<file path="config.mk">
export PLATFORM = sky130hd
export DESIGN_NAME = shift_add_multiplier_eight_bit_flat
export DESIGN_NICKNAME = d
export VERILOG_FILES = /design/src/rtl/shift_add_multiplier_eight_bit_if.sv /design/src/rtl/shift_add_multiplier_eight_bit.sv /design/src/flat_wrapper.sv
export SDC_FILE = /design/constraint.sdc
export NUM_CORES = 1
export LEC_CHECK = 0
export CAP_MARGIN = 20
export CORE_UTILIZATION = 53
export DETAILED_ROUTE_END_ITERATION = 8
export GPL_TIMING_DRIVEN = 0
export MAX_ROUTING_LAYER = met4
export PLACE_DENSITY = 0.83
export SYNTH_ARGS = -nofsm -noshare
export SYNTH_HDL_FRONTEND = slang
export SYNTH_SLANG_ARGS = --single-unit
export TNS_END_PERCENT = 5
</file>
<file path="constraint.sdc">
create_clock -name clk -period 2.4 [get_ports clk]
set_clock_uncertainty 0.2 [all_clocks]
set_input_delay 0.36 -clock clk [delete_from_list [all_inputs] [get_ports clk]]
set_output_delay 0.36 -clock clk [all_outputs]
set_load 0.03 [all_outputs]
</file>
<file path="src/rtl/shift_add_multiplier_eight_bit_if.sv">
// Handshake and operand bundle for the shift-add multiplier.
// Requester drives start/a/b; the multiplier returns busy/done/product.
interface shift_add_multiplier_eight_bit_if;
    logic        start;
    logic [7:0]  a;
    logic [7:0]  b;
    logic        busy;
    logic        done;
    logic [15:0] product;

    modport master (
        output start, a, b,
        input  busy, done, product
    );

    modport slave (
        input  start, a, b,
        output busy, done, product
    );
endinterface

</file>
<file path="src/rtl/shift_add_multiplier_eight_bit.sv">
// Sequential 8x8 unsigned shift-add multiplier.
// One adder pass per cycle, 8 iterations, one-cycle done pulse.
module adder_subractor_eight_bit (
    input  logic [7:0] a,
    input  logic [7:0] b,
    input  logic       m,
    input  logic       cin,
    output logic [7:0] sum,
    output logic       cout
);
    logic [7:0] b_eff;

    // m=1 turns the add into a two's-complement subtract
    always_comb begin
        b_eff = b ^ {8{m}};
        {cout, sum} = {1'b0, a} + {1'b0, b_eff} + {8'h00, cin};
    end
endmodule

module shift_add_multiplier_eight_bit (
    input  logic clk,
    input  logic rst_n,
    shift_add_multiplier_eight_bit_if.slave bus
);
    typedef enum logic [1:0] {
        IDLE = 2'd0,
        RUN  = 2'd1,
        DONE = 2'd2
    } state_t;

    state_t     state;
    logic [7:0] mcand;
    logic [7:0] acc_hi;
    logic [7:0] mplier;
    logic [2:0] count;
    logic [7:0] sum;
    logic       cout;
    logic [7:0] hi;
    logic       c;

    adder_subractor_eight_bit u_add (
        .a    (acc_hi),
        .b    (mcand),
        .m    (1'b0),
        .cin  (1'b0),
        .sum  (sum),
        .cout (cout)
    );

    // Take the adder result only when the current multiplier bit is set
    always_comb begin
        hi = acc_hi;
        c  = 1'b0;
        if (mplier[0]) begin
            hi = sum;
            c  = cout;
        end
    end

    // Control FSM, shift datapath and registered outputs
    always_ff @(posedge clk or negedge rst_n) begin
        if (!rst_n) begin
            state       <= IDLE;
            mcand       <= 8'h00;
            acc_hi      <= 8'h00;
            mplier      <= 8'h00;
            count       <= 3'd0;
            bus.busy    <= 1'b0;
            bus.done    <= 1'b0;
            bus.product <= 16'h0000;
        end else begin
            unique case (state)
                IDLE: begin
                    bus.done <= 1'b0;
                    if (bus.start) begin
                        mcand    <= bus.a;
                        mplier   <= bus.b;
                        acc_hi   <= 8'h00;
                        count    <= 3'd0;
                        bus.busy <= 1'b1;
                        state    <= RUN;
                    end
                end
                RUN: begin
                    acc_hi <= {c, hi[7:1]};
                    mplier <= {hi[0], mplier[7:1]};
                    count  <= count + 3'd1;
                    if (count == 3'd7) begin
                        bus.product <= {c, hi, mplier[7:1]};
                        bus.busy    <= 1'b0;
                        bus.done    <= 1'b1;
                        state       <= DONE;
                    end
                end
                DONE: begin
                    bus.done <= 1'b0;
                    bus.busy <= 1'b0;
                    state    <= IDLE;
                end
                default: begin
                    bus.busy <= 1'b0;
                    bus.done <= 1'b0;
                    state    <= IDLE;
                end
            endcase
        end
    end
endmodule

</file>
<file path="src/flat_wrapper.sv">
// flat-port wrapper written by rule: the top's interface ports become plain ports
module shift_add_multiplier_eight_bit_flat 
  (clk, rst_n, bus_start, bus_a, bus_b, bus_busy, bus_done, bus_product);
  shift_add_multiplier_eight_bit_if bus_i ();
  input  logic clk;
  input  logic rst_n;
  input wire logic [$bits(bus_i.start)-1:0] bus_start;
  input wire logic [$bits(bus_i.a)-1:0] bus_a;
  input wire logic [$bits(bus_i.b)-1:0] bus_b;
  output wire logic [$bits(bus_i.busy)-1:0] bus_busy;
  output wire logic [$bits(bus_i.done)-1:0] bus_done;
  output wire logic [$bits(bus_i.product)-1:0] bus_product;
  assign bus_i.start = bus_start;
  assign bus_i.a = bus_a;
  assign bus_i.b = bus_b;
  assign bus_busy = bus_i.busy;
  assign bus_done = bus_i.done;
  assign bus_product = bus_i.product;
  shift_add_multiplier_eight_bit u_core (.clk(clk), .rst_n(rst_n), .bus(bus_i));
endmodule
</file>
==> flow_summary.json <==
{
  "grt_overflow": 0,
  "core_region_area_um2": 4000,
  "final_nets": 283,
  "slew_violations": 0,
  "synth_most_common_cell": "dfrtp_1",
  "insertion_delay_ns": 0.29,
  "design_area_um2": 2770,
  "holdWs_ns": 0.285,
  "top_usage_layer": "met2",
  "peakVddDrop_v": 0.000706,
  "worstSetupStartpoint": "u_core.acc_hi[2]",
  "io_pins": 37,
  "gr-usage-met3_pct": 7.36,
  "avgSynthCellArea_um2": 10.7,
  "grt_pass1_wl_um": 8050,
  "cts_buffers": 5,
  "regToRegSetupSlack_ns": 0.23,
  "drt-total-wl_um": 4700,
  "grt_antenna_before_repair": 0,
  "period_share_pct": 90.4,
  "power_density_nw_per_um2": 1390,
  "row_count": 23,
  "post-place-cells": 295,
  "min_period_ns": 2.17,
  "areaGrowthSynthToFinish_pct": 24.4,
  "vias": 1717,
  "endpoint_kind": "register",
  "cp-start-kind": "register",
  "synth_cell_types": 37,
  "place_area_um2": 2660,
  "fmax_mhz": 461,
  "cts-root-buf": "clkbuf_8",
  "routabilityCongestion": 0.849,
  "hp-class": "reg -> reg",
  "path_max_fanout": 4,
  "clk_path_buf_depth": 2,
  "met2_usage_pct": 38.6,
  "endpoint": "u_core.bus.product[14]",
  "dieHeight_um": 66.8,
  "yosysWarningCount": 0,
  "rr_startpoint": "u_core.acc_hi[2]",
  "use_met1_pct": 34.3,
  "globalRouteTotalUtil_pct": 25.8,
  "synth_edf_count": 0,
  "synth_area_um2": 2220,
  "numPortBuffers": 36,
  "grt_max_degree": 34,
  "ys_ff_latch": 46,
  "grt_pass1_vias": 1668,
  "initial_core_util_pct": 55.6,
  "die_w_um": 66.8,
  "antenna_left": 0,
  "ff2ff_path_depth": 6,
  "ys_top_cells_by_count": "dfrtp_1 (46), o21ai_0 (29), nand2_1 (19), a21oi_1 (15), mux2_2 (14)",
  "status": "complete, no violations",
  "final-setup-viol-count": 0,
  "arrival_ns": 2.14,
  "synth_top_cell_by_area": "dfrtp_1",
  "diodes": 0,
  "synthCells": 208,
  "wl_per_cell_um": 15.5,
  "drt_iter0_drc": 162,
  "synth-seq-area-share_pct": 51.8,
  "firstDrtPassIters": 4,
  "cts_setup_buffers": 0,
  "cts.sinks": 46,
  "dpl.hpwl_um": 3480,
  "rr_endpoint": "u_core.bus.product[14]",
  "slew_headroom_pct": 66.5,
  "fin_cells": 304,
  "crit_type": "reg -> reg",
  "power.leakage_nw": 1.23,
  "worst_pin_slew_ns": 0.503,
  "finalCoreUtilization_pct": 69.1,
  "cp.required_ns": 2.37,
  "mappedNetlistNets": 238,
  "drc_errors": 0,
  "final_layout_size_suffix_gt1_share_pct": 12.2,
  "holdPathStages": 2,
  "rsz0062_at_grt": "false",
  "synth_top_area_share_pct": 51.8,
  "synthArstFlopShare_pct": 100,
  "cap_violations": 0,
  "path_clk_slew_ns": 0.08,
  "synth_area_leaders": "dfrtp_1 (52%), mux2_2 (7.1%), o21ai_0 (6.5%)",
  "dieArea_um2": 4460,
  "hold_viol": 0,
  "cts_tree": "yes",
  "htree_levels": 2,
  "synth-main-ff-cell": "dfrtp_1",
  "via_per_inst": 5.65,
  "power.total_mw": 3.84
}
## per-layer routing
layer  vias to the layer above  wire, um
met5                         -         0
met3                         4       181
met1                       846      2070
li1                        829         -
met4                         0        51
met2                        38      2390
## state kept, by name (all words and copies together), names as in the netlist
name                flops
u_core.acc_hi           8
u_core.bus.busy         1
u_core.bus.done         1
u_core.bus.product     16
u_core.count            3
u_core.mcand            8
u_core.mplier           8
u_core.state            1
## metrics by stage
step                worst slack (ns)  TNS, ns
finish                         0.231        0
CTS                            0.241        0
detailed placement             0.169        0
global route                  0.0703        0
floorplan                      0.501        0
global placement              -0.458   -20.99
## report_power, final
group / switching [mW] / leakage, nW / internal, mW
sequential: 0.249 / 0.570 / 1.13
combinational: 1.11 / 0.610 / 0.862
clock: 0.248 / 0.0482 / 0.232
## cell usage in the layout (no fill, tap or decap), drive strengths merged, types with 2 or more instances in the layout
cell type	netlist	layout
dfrtp	46	46
clkdlybuf4s50	0	35
o21ai	29	29
nand2	20	20
a21oi	15	15
mux2	14	14
clkbuf	5	12
ha	10	10
nor2	10	10
nor2b	8	8
inv	6	6
a22oi	6	6
buf	3	5
nand2b	4	4
xor2	4	4
mux2i	3	3
and3	2	2
a21o	2	2
a22o	2	2
o211ai	2	2
a32oi	2	2
## area by class of cell
type / instances / area, um^2
fillers: 320 / 1230
flip-flops and latches: 46 / 1150
well taps: 50 / 62.6
clock buffers: 7 / 86.3
multi-input cells: 148 / 1020
repair buffers: 38 / 385
inverters: 6 / 22.5
clock inverters: 1 / 5.00
plain buffers: 8 / 33.8
## worst min-delay path by stage
stage	slack [ns]	endpoint	from
floorplan	-0.14	u_core.acc_hi[0]	rst_n
global placement	0.26	u_core.bus.product[7]	u_core.bus.product[7]
detailed placement	0.09	u_core.bus.product[8]	rst_n
CTS	0.29	u_core.bus.product[8]	u_core.bus.product[8]
global route	0.30	u_core.bus.product[8]	u_core.bus.product[8]
finish	0.29	u_core.bus.product[8]	u_core.bus.product[8]
## cell families after synthesis
| group | synth area share [%] |
|---|---|
| compound gates | 18.0 |
| simple gates | 10.8 |
| mux | 8.45 |
| xor+xnor | 1.97 |
| flops | 51.8 |
| buf+inv | 2.53 |
| fa+ha+maj | 6.53 |
## critical path: stages, from the launching register on
cell and delay, ns:
dfrtp_1 0.42, ha_1 0.38, o211ai_1 0.22, nor3_1 0.08, or3_1 0.34, a31oi_1 0.26
o21ai_0 0.14
## repair_timing
| action | CTS | global route |
|---|---|---|
| endpoints found under the setup margin | 0 | 1 |
| gates resized for setup | 0 | 1 |
| hold buffers | 1 | 0 |
| endpoints found under the hold margin | 13 | 0 |
(Power assumes the default switching activity.)
